File: config.mk
export PLATFORM = sky130hd
export DESIGN_NAME = sd_cmd_engine
export DESIGN_NICKNAME = d
export VERILOG_FILES = /design/src/rtl/sd_cmd_engine.sv
export SDC_FILE = /design/constraint.sdc
export NUM_CORES = 1
export LEC_CHECK = 0
export BUFFER_PORTS_ARGS = -buffer_cell sky130_fd_sc_hd__buf_2
export CORE_AREA = 2 2 169 171
export DETAILED_ROUTE_END_ITERATION = 7
export DIE_AREA = 0 0 171 173
export PLACE_DENSITY_LB_ADDON = 0.2
export SYNTH_ARGS = -nofsm -noshare
export SYNTH_HDL_FRONTEND = slang
export SYNTH_SLANG_ARGS = --single-unit
File: constraint.sdc
create_clock -name clock -period 10.6 [get_ports clock]
set_input_delay 2.12 -clock clock [delete_from_list [all_inputs] [get_ports clock]]
set_output_delay 2.12 -clock clock [all_outputs]
set_load 0.02 [all_outputs]
File: src/rtl/sd_cmd_engine.sv
// SD host command-line engine: frames a 40-bit command, waits for a none/short/long response,
// checks index, times out and retries. Define CMD_CRC7_CHECK_EN to also check CRC7 on short responses.
module sd_cmd_engine #(
  parameter int TMO_W   = 32,
  parameter int RETRY_W = 2,
  parameter int LRESP_W = 128
) (
  input  logic               clock,
  input  logic               reset,
  input  logic               new_command,
  input  logic [5:0]         cmd_index,
  input  logic [31:0]        cmd_argument,
  input  logic [1:0]         resp_type,
  input  logic [TMO_W-1:0]   timeout_reg,
  input  logic [RETRY_W-1:0] max_retries,
  input  logic               serial_ready,
  input  logic               ack_in,
  input  logic               strobe_in,
  input  logic [39:0]        cmd_in,
  input  logic [LRESP_W-1:0] resp_in,
  input  logic [6:0]         crc_in,
  output logic [39:0]        cmd_out,
  output logic               strobe_out,
  output logic               ack_out,
  output logic               idle_out,
  output logic               busy,
  output logic [LRESP_W-1:0] response,
  output logic               command_complete,
  output logic               command_timeout,
  output logic               command_index_error,
  output logic               command_crc_error,
  output logic [RETRY_W-1:0] retry_count,
  output logic [2:0]         state_dbg
);

  // Handshakes: new_command, ack_in, strobe_in, strobe_out, ack_out and command_complete are
  // single-cycle pulses sampled on the rising clock; serial_ready is a level that gates the frame
  // strobe. Each input pulse is acted on only in the state that waits for it, otherwise dropped.

  typedef enum logic [2:0] {
    S_IDLE = 3'd0,
    S_LOAD = 3'd1,
    S_SEND = 3'd2,
    S_WAIT = 3'd3,
    S_DONE = 3'd4,
    S_ERR  = 3'd5
  } state_t;

  state_t             state, state_n;
  logic [1:0]         rtype_q, rtype_n;
  logic [TMO_W-1:0]   tmo_cnt, tmo_n;
  logic [RETRY_W-1:0] retry_n;
  logic [39:0]        cmd_out_n;
  logic [LRESP_W-1:0] resp_n;
  logic               strobe_n, ack_n, complete_n;
  logic               tmo_flag_n, idx_flag_n, crc_flag_n;
  logic               err_tmo, err_idx, err_crc;
  logic               crc_bad;

`ifdef CMD_CRC7_CHECK_EN
  function automatic logic [6:0] crc7(input logic [39:0] d);
    logic [6:0] c;
    c = '0;
    for (int i = 39; i >= 0; i--)
      c = {c[5:0], 1'b0} ^ ((c[6] ^ d[i]) ? 7'h09 : 7'h00);
    return c;
  endfunction

  assign crc_bad = (crc7(cmd_in) != crc_in);
`else
  logic unused_crc;
  assign unused_crc = ^{crc_in, cmd_in[39:38]};
  assign crc_bad    = 1'b0;
`endif

  assign state_dbg = state;

  always_comb begin
    state_n    = state;
    rtype_n    = rtype_q;
    tmo_n      = tmo_cnt;
    retry_n    = retry_count;
    cmd_out_n  = cmd_out;
    resp_n     = response;
    strobe_n   = 1'b0;
    ack_n      = 1'b0;
    complete_n = 1'b0;
    tmo_flag_n = command_timeout;
    idx_flag_n = command_index_error;
    crc_flag_n = command_crc_error;
    err_tmo    = 1'b0;
    err_idx    = 1'b0;
    err_crc    = 1'b0;

    case (state)
      S_IDLE: begin
        if (new_command) begin
          cmd_out_n  = {2'b01, cmd_index, cmd_argument};
          rtype_n    = resp_type;
          retry_n    = '0;
          tmo_n      = '0;
          tmo_flag_n = 1'b0;
          idx_flag_n = 1'b0;
          crc_flag_n = 1'b0;
          state_n    = S_LOAD;
        end
      end
      S_LOAD: begin
        if (serial_ready) begin
          strobe_n = 1'b1;
          state_n  = S_SEND;
        end
      end
      S_SEND: begin
        if (ack_in) begin
          if (rtype_q == 2'b00) begin
            state_n = S_DONE;
          end else begin
            tmo_n   = '0;
            state_n = S_WAIT;
          end
        end
      end
      S_WAIT: begin
        // A strobe in the same cycle as the timeout limit still counts as a response.
        if (strobe_in) begin
          if (rtype_q == 2'b10) begin
            resp_n  = resp_in;
            ack_n   = 1'b1;
            state_n = S_DONE;
          end else if (cmd_in[37:32] != cmd_out[37:32]) begin
            err_idx = 1'b1;
          end else if (crc_bad) begin
            err_crc = 1'b1;
          end else begin
            resp_n  = LRESP_W'(cmd_in[31:0]);
            ack_n   = 1'b1;
            state_n = S_DONE;
          end
        end else if (tmo_cnt >= timeout_reg) begin
          err_tmo = 1'b1;
        end else begin
          tmo_n = tmo_cnt + TMO_W'(1);
        end
      end
      S_DONE: begin
        complete_n = 1'b1;
        state_n    = S_IDLE;
      end
      S_ERR: begin
        state_n = S_IDLE;
      end
      default: begin
        state_n = S_IDLE;
      end
    endcase

    // Retries resend the latched frame; only the final failure raises a sticky flag.
    if (err_tmo || err_idx || err_crc) begin
      if (retry_count < max_retries) begin
        retry_n = retry_count + RETRY_W'(1);
        state_n = S_LOAD;
      end else begin
        tmo_flag_n = command_timeout     | err_tmo;
        idx_flag_n = command_index_error | err_idx;
        crc_flag_n = command_crc_error   | err_crc;
        state_n    = S_ERR;
      end
    end
  end

  always_ff @(posedge clock or posedge reset) begin
    if (reset) begin
      state               <= S_IDLE;
      rtype_q             <= 2'b00;
      tmo_cnt             <= '0;
      retry_count         <= '0;
      cmd_out             <= '0;
      response            <= '0;
      strobe_out          <= 1'b0;
      ack_out             <= 1'b0;
      command_complete    <= 1'b0;
      command_timeout     <= 1'b0;
      command_index_error <= 1'b0;
      command_crc_error   <= 1'b0;
      idle_out            <= 1'b1;
      busy                <= 1'b0;
    end else begin
      state               <= state_n;
      rtype_q             <= rtype_n;
      tmo_cnt             <= tmo_n;
      retry_count         <= retry_n;
      cmd_out             <= cmd_out_n;
      response            <= resp_n;
      strobe_out          <= strobe_n;
      ack_out             <= ack_n;
      command_complete    <= complete_n;
      command_timeout     <= tmo_flag_n;
      command_index_error <= idx_flag_n;
      command_crc_error   <= crc_flag_n;
      idle_out            <= (state_n == S_IDLE);
      busy                <= (state_n != S_IDLE);
    end
  end

endmodule
# [Word level (Yosys, flattened, before mapping)]
# Cells that the tools add are included.
[classes] add_sub_neg=2 magnitude_cmp=2 eq_ne=13 mux=48 n_bitwise=2 n_reduce_logical=9
[ops] cell="two-way mux 128 bit" n=2
[ops] cell="two-way mux 32 bit" n=5
[ops] cell="case mux 32 bit (3 select lines)" n=1
[ops] cell="adder 32 x 1 -> 32 bit, second input constant" n=1
[ops] cell="greater-or-equal comparator 32 bit" n=1
[ops] cell="two-way mux 3 bit" n=9
[ops] cell="two-way mux 1 bit" n=26
[ops] cell="!= test 2 bit, second input constant" n=6
[ops] cell="case mux 3 bit (4 select lines)" n=1
[ops] cell="two-way mux 2 bit" n=4
[ops] cell="equality test 3 x 2 -> 1 bit, second input constant" n=2
[ops] cell="logical NOT 3 bit" n=2
[ops] cell="!= test 6 bit" n=1
[ops] cell="AND reduction 6 bit" n=1
[ops] cell="nonzero test 3 bit" n=2
[ops] cell="equality test 3 x 1 -> 1 bit, second input constant" n=1
[ops] cell="equality test 3 bit, second input constant" n=1
[ops] cell="AND reduction 3 bit" n=1
[ops] cell="adder 2 x 1 -> 2 bit, second input constant" n=1
[ops] cell="equality test 2 bit, second input constant" n=1
[ops] cell="logical NOT 2 bit" n=1
[ops] cell="< comparator 2 bit" n=1
[ops] cell="!= test 2 x 1 -> 1 bit, second input constant" n=1
[ops] cell="OR 1 bit" n=2
[ops] cell="2 further kinds" n=2
[word_totals] register_bits=214 input_bits=255 wordCells=90

# [Longest topological paths before layout]
[depth] depth_word=8 mapped_depth=11 ltp_nobuf=9

# [Worst setup path after synthesis]
# No wires, ideal clock.
[synth_timing] kind="input -> register" start="input port timeout_reg[23]" end="register tmo_cnt[21]" setup_time_ns=0.069 arrival_time_ns=4.131 required_time_ns=10.531 slack_ns=6.400 path_stages=10 path_buffers=1 path_cell_list="inv_1 ha_1 a21oi_1 o21ai_0 a221oi_1 o211a_1 buf_2 nand2_1 or4_1 nand3_1"
[synth_between] elab_chain_len=3
[synth_rtl] item="start: declaration" line_no="14" rtl="input logic [TMO_W-1:0] timeout_reg,"
[synth_rtl] item="greater-or-equal comparator 32 bit" line_no="140" rtl="end else if (tmo_cnt >= timeout_reg) begin"
[synth_rtl] item="!= test 2 bit (no source line)"
[synth_rtl] item="AND reduction 6 bit (no source line)"
[synth_rtl] item="end signal: assignment" line_no="191" rtl="tmo_cnt <= tmo_n;"
[synth_rtl] item="end: declaration" line_no="51" rtl="logic [TMO_W-1:0] tmo_cnt, tmo_n;"
# Every way passes these cells.
# A chain may end at the register's enable or synchronous reset.

# [Final worst setup path]
[layout_timing] start="input port cmd_in[35]" end="register response[55]"
[layout_between] elab_chain_len=3
[layout_rtl] item="start: declaration" line_no="19" rtl="input logic [39:0] cmd_in,"
[layout_rtl] item="!= test 6 bit" line_no="131" rtl="end else if (cmd_in[37:32] != cmd_out[37:32]) begin"
[layout_rtl] item="!= test 2 bit (no source line)"
[layout_rtl] item="AND reduction 3 bit (no source line)"
[layout_rtl] item="end signal: assignment" line_no="194" rtl="response <= resp_n;"
[layout_rtl] item="end: declaration" line_no="27" rtl="output logic [LRESP_W-1:0] response,"
# Every way passes these cells.

==> flow_metrics.tcl <==
set metrics [dict create \
    cellLeakagePower_nw 7.05 \
    p_int_mw 2.14 \
    grt_max_degree 137 \
    pin_count 436 \
    fin_nets 1627 \
    placement_rows 61 \
    grt_first_pass_wirelength_um 48200 \
    cts_sinks 213 \
    synth.largest_area_cell "sky130_fd_sc_hd__dfrtp_1" \
    synth_seq_cells 213 \
    yosysWarnings 0 \
    dr_total_vias 8674 \
    number_of_optimization_iterations_in_the_first_detailed_route_pass 5 \
    cts-root-to-sink-buffers 3 \
    postRouteAntennaNets 0 \
    most-common-layout-cells "sky130_fd_sc_hd__buf_2, sky130_fd_sc_hd__dfrtp_1, sky130_fd_sc_hd__nand2_1" \
    area_of_the_multi_input_gates_um2 4070 \
    relSlewSlack 0.291 \
    setup_viol_count_final 0 \
    clock_latency_ps 540 \
    worstHoldPathType "flip-flop to flip-flop" \
    regArea_um2 5330 \
    hold_violations 0 \
    dr_vias_cell 5.00 \
    dpl.cell_count 1689 \
    remaining_drc_errors 0 \
    cts_tree "done" \
    fp.dieW_um 171 \
    final_layout_size_suffix_gt1_frac 0.362 \
    post_drt_wl_per_cell_um 18.1 \
    yosys_most_used_dff "sky130_fd_sc_hd__dfrtp_1" \
    synth_area_per_cell_um2 10.4 \
    core-area_um2 27600 \
    postSynth.asyncResetShare 1.00 \
    layout.cells.non_filler 1736 \
    die_height_um 173 \
    dpl.hpwl_um 22600 \
    drt_first_iter_violations 488 \
    comb_power_share 0.391 \
    final.hold.worst_slack_ps 469 \
    htreeDepth 1 \
    finalMaxSlewViolations 0 \
    initial_utilization 0.354 \
    timing_worst_setup_path_type "input pin to flip-flop" \
    groute.usage.overall 0.207 \
    critical_path.endpoint_type "flip-flop" \
    clk_pin_slew_ps 60 \
    max_clock_freq_mhz 214 \
    postSynthCellCount 938 \
    cp_cell_sequence "buf_2 -> xor2_1 -> nor4_1 -> a31o_2 -> nand3_4 -> buf_4 -> a22o_1" \
    cp_max_fo 91 \
    synth_enable_flop_cells 0 \
    synth.lib_cells_used.distinct 57 \
    power_frac_seq 0.359 \
    ctsRootBufferMaster "sky130_fd_sc_hd__clkbuf_16" \
    io_buffers 424 \
    ys_seq_area_frac 0.545 \
    critPathLaunchType "input pin" \
    number_of_inserted_filler_cells_in_the_final_layout 2689 \
    critical_path_required_ps 11020 \
    grt_antenna_before_repair 4 \
    worst_pin_slew_ps 1060 \
    post_cts.resized_instances 0 \
    detailed_place.area_um2 12200 \
    dp_worst_setup_slack_ps 5360 \
    synthTopCellsByArea "sky130_fd_sc_hd__dfrtp_1, sky130_fd_sc_hd__a22o_1, sky130_fd_sc_hd__nand2_1" \
    stdcell_area_um2 13100 \
    timing.setup.tns_ps 0 \
    crit_slowest_cell "sky130_fd_sc_hd__nor4_1" \
    die_area_um2 29600 \
    grt-ovfl-total 0 \
    placer_congestion 0.853 \
    first_global_vias 8336 \
    psw_mw 1.42 \
    period_share 0.441 \
    worst_ep_arrival_time_ps 5090 \
    outcome "completed" \
    flow.area_growth_from_synthesis_pct 33.9 \
    critical-path-max-stage-delay_ps 660 \
    peakVddDrop_mv 0.132 \
    post_route_setup_slack_ps 5920 \
    max_cap_viol_count 0 \
    power_per_cell_area_nw_per_um2 272 \
    netlist.area_leader.share 0.543 \
    cts_setup_buffers 0 \
    period_needed_ps 4680 \
    synth.cell_area_um2 9780 \
    power.share.clock 0.251 \
    layout_commonest_cell "sky130_fd_sc_hd__buf_2" \
    power_switching_share 0.398 \
    route.final.wire_length_um 31300 \
    cts_made_buffers 25 \
    cts_hold_buffers 0 \
    final.setup_skew_ps 12.3 \
    rsz_0062_raised_after_global_routing "no" \
]
path summary, 6_finish.rpt:
| kind | from | end | slack [ps] | depth (start not counted) |
|---|---|---|---|---|
| hold / removal | cmd_out[29] | cmd_out[29] | 470 | 2 |
| min in group asynchronous | reset | response[12] | 1750 | 2 |
| hold reg to reg | cmd_out[29] | cmd_out[29] | 470 | 2 |
| setup reg to reg | cmd_out[36] | response[55] | 7170 | 6 |
| max in group asynchronous | reset | cmd_out[11] | 7260 | 3 |
| setup / recovery | cmd_in[35] | response[55] | 5920 | 7 |
critical path: cells and delay by family:
family / cells / cell delay (ps)
AO/OA/AOI/OAI: 2 / 670
AND/OR/NAND/NOR: 2 / 1310
buffers and inverters: 2 / 760
XOR/XNOR: 1 / 170
through the flow:
stage | util | total power [mW]
3_3_place_gp | 0.443 | 2.67
4_1_cts | 0.473 | 3.60
2_1_floorplan | - | 2.14
6_report | 0.474 | 3.56
3_5_place_dp | 0.443 | 2.69
5_1_grt | 0.474 | 3.78
per-layer routing:
layer | track usage | wire length [µm]
met5 | 0 | 13
met4 | 0.0537 | 646
met3 | 0.0506 | 2470
met2 | 0.347 | 15400
met1 | 0.266 | 12800
Yosys cell counts, drive strengths merged, types with 14 or more instances:
cell,number
ha,34
a22o,96
nor2,14
clkbuf,50
dfrtp,212
nand2,196
nand3,17
a21oi,24
mux2i,37
o21ai,56
nand4,21
inv,43
layout make-up:
class | count | area share
clock buffer | 37 | 0.0574
multi-input combinational | 622 | 0.311
inverter | 43 | 0.0129
sequential | 213 | 0.407
tap | 378 | 0.0361
antenna | 3 | 0.000574
timing repair buffer | 433 | 0.167
clock inverter | 7 | 0.00784
power groups by stage:
stage | combinational, mW | clock, mW | sequential [mW]
final | 1.39 | 0.892 | 1.28
after floorplan | 0.524 | 0 | 1.62
after detailed placement | 1.41 | 0 | 1.28
after global routing | 1.51 | 0.950 | 1.32
after global placement | 1.39 | 0 | 1.28
after CTS | 1.41 | 0.915 | 1.28
logic make-up (layout without fill, tap and decap cells):
family | Yosys count | in the layout | synth area share
AOI/OAI and AO/OA | 238 | 238 | 0.180
xor gates and xnor gates | 6 | 6 | 0.00538
adders and majority gates | 34 | 34 | 0.0435
buffers and inverters | 104 | 520 | 0.0420
DFF | 213 | 213 | 0.545
muxes | 37 | 37 | 0.0379
other | 1 | 5 | 0.000384
and+or+nand+nor | 305 | 305 | 0.145
registers in the layout (all words and copies together), names as in the netlist:
name,count
tmo_cnt,32
state_dbg,3
retry_count,2
idle_out,1
ack_out,1
command_index_error,1
cmd_out,39
command_complete,1
busy,1
response,128
strobe_out,1
rtype_q,2
command_timeout,1
No activity file was read; power rests on OpenSTA's default activity.
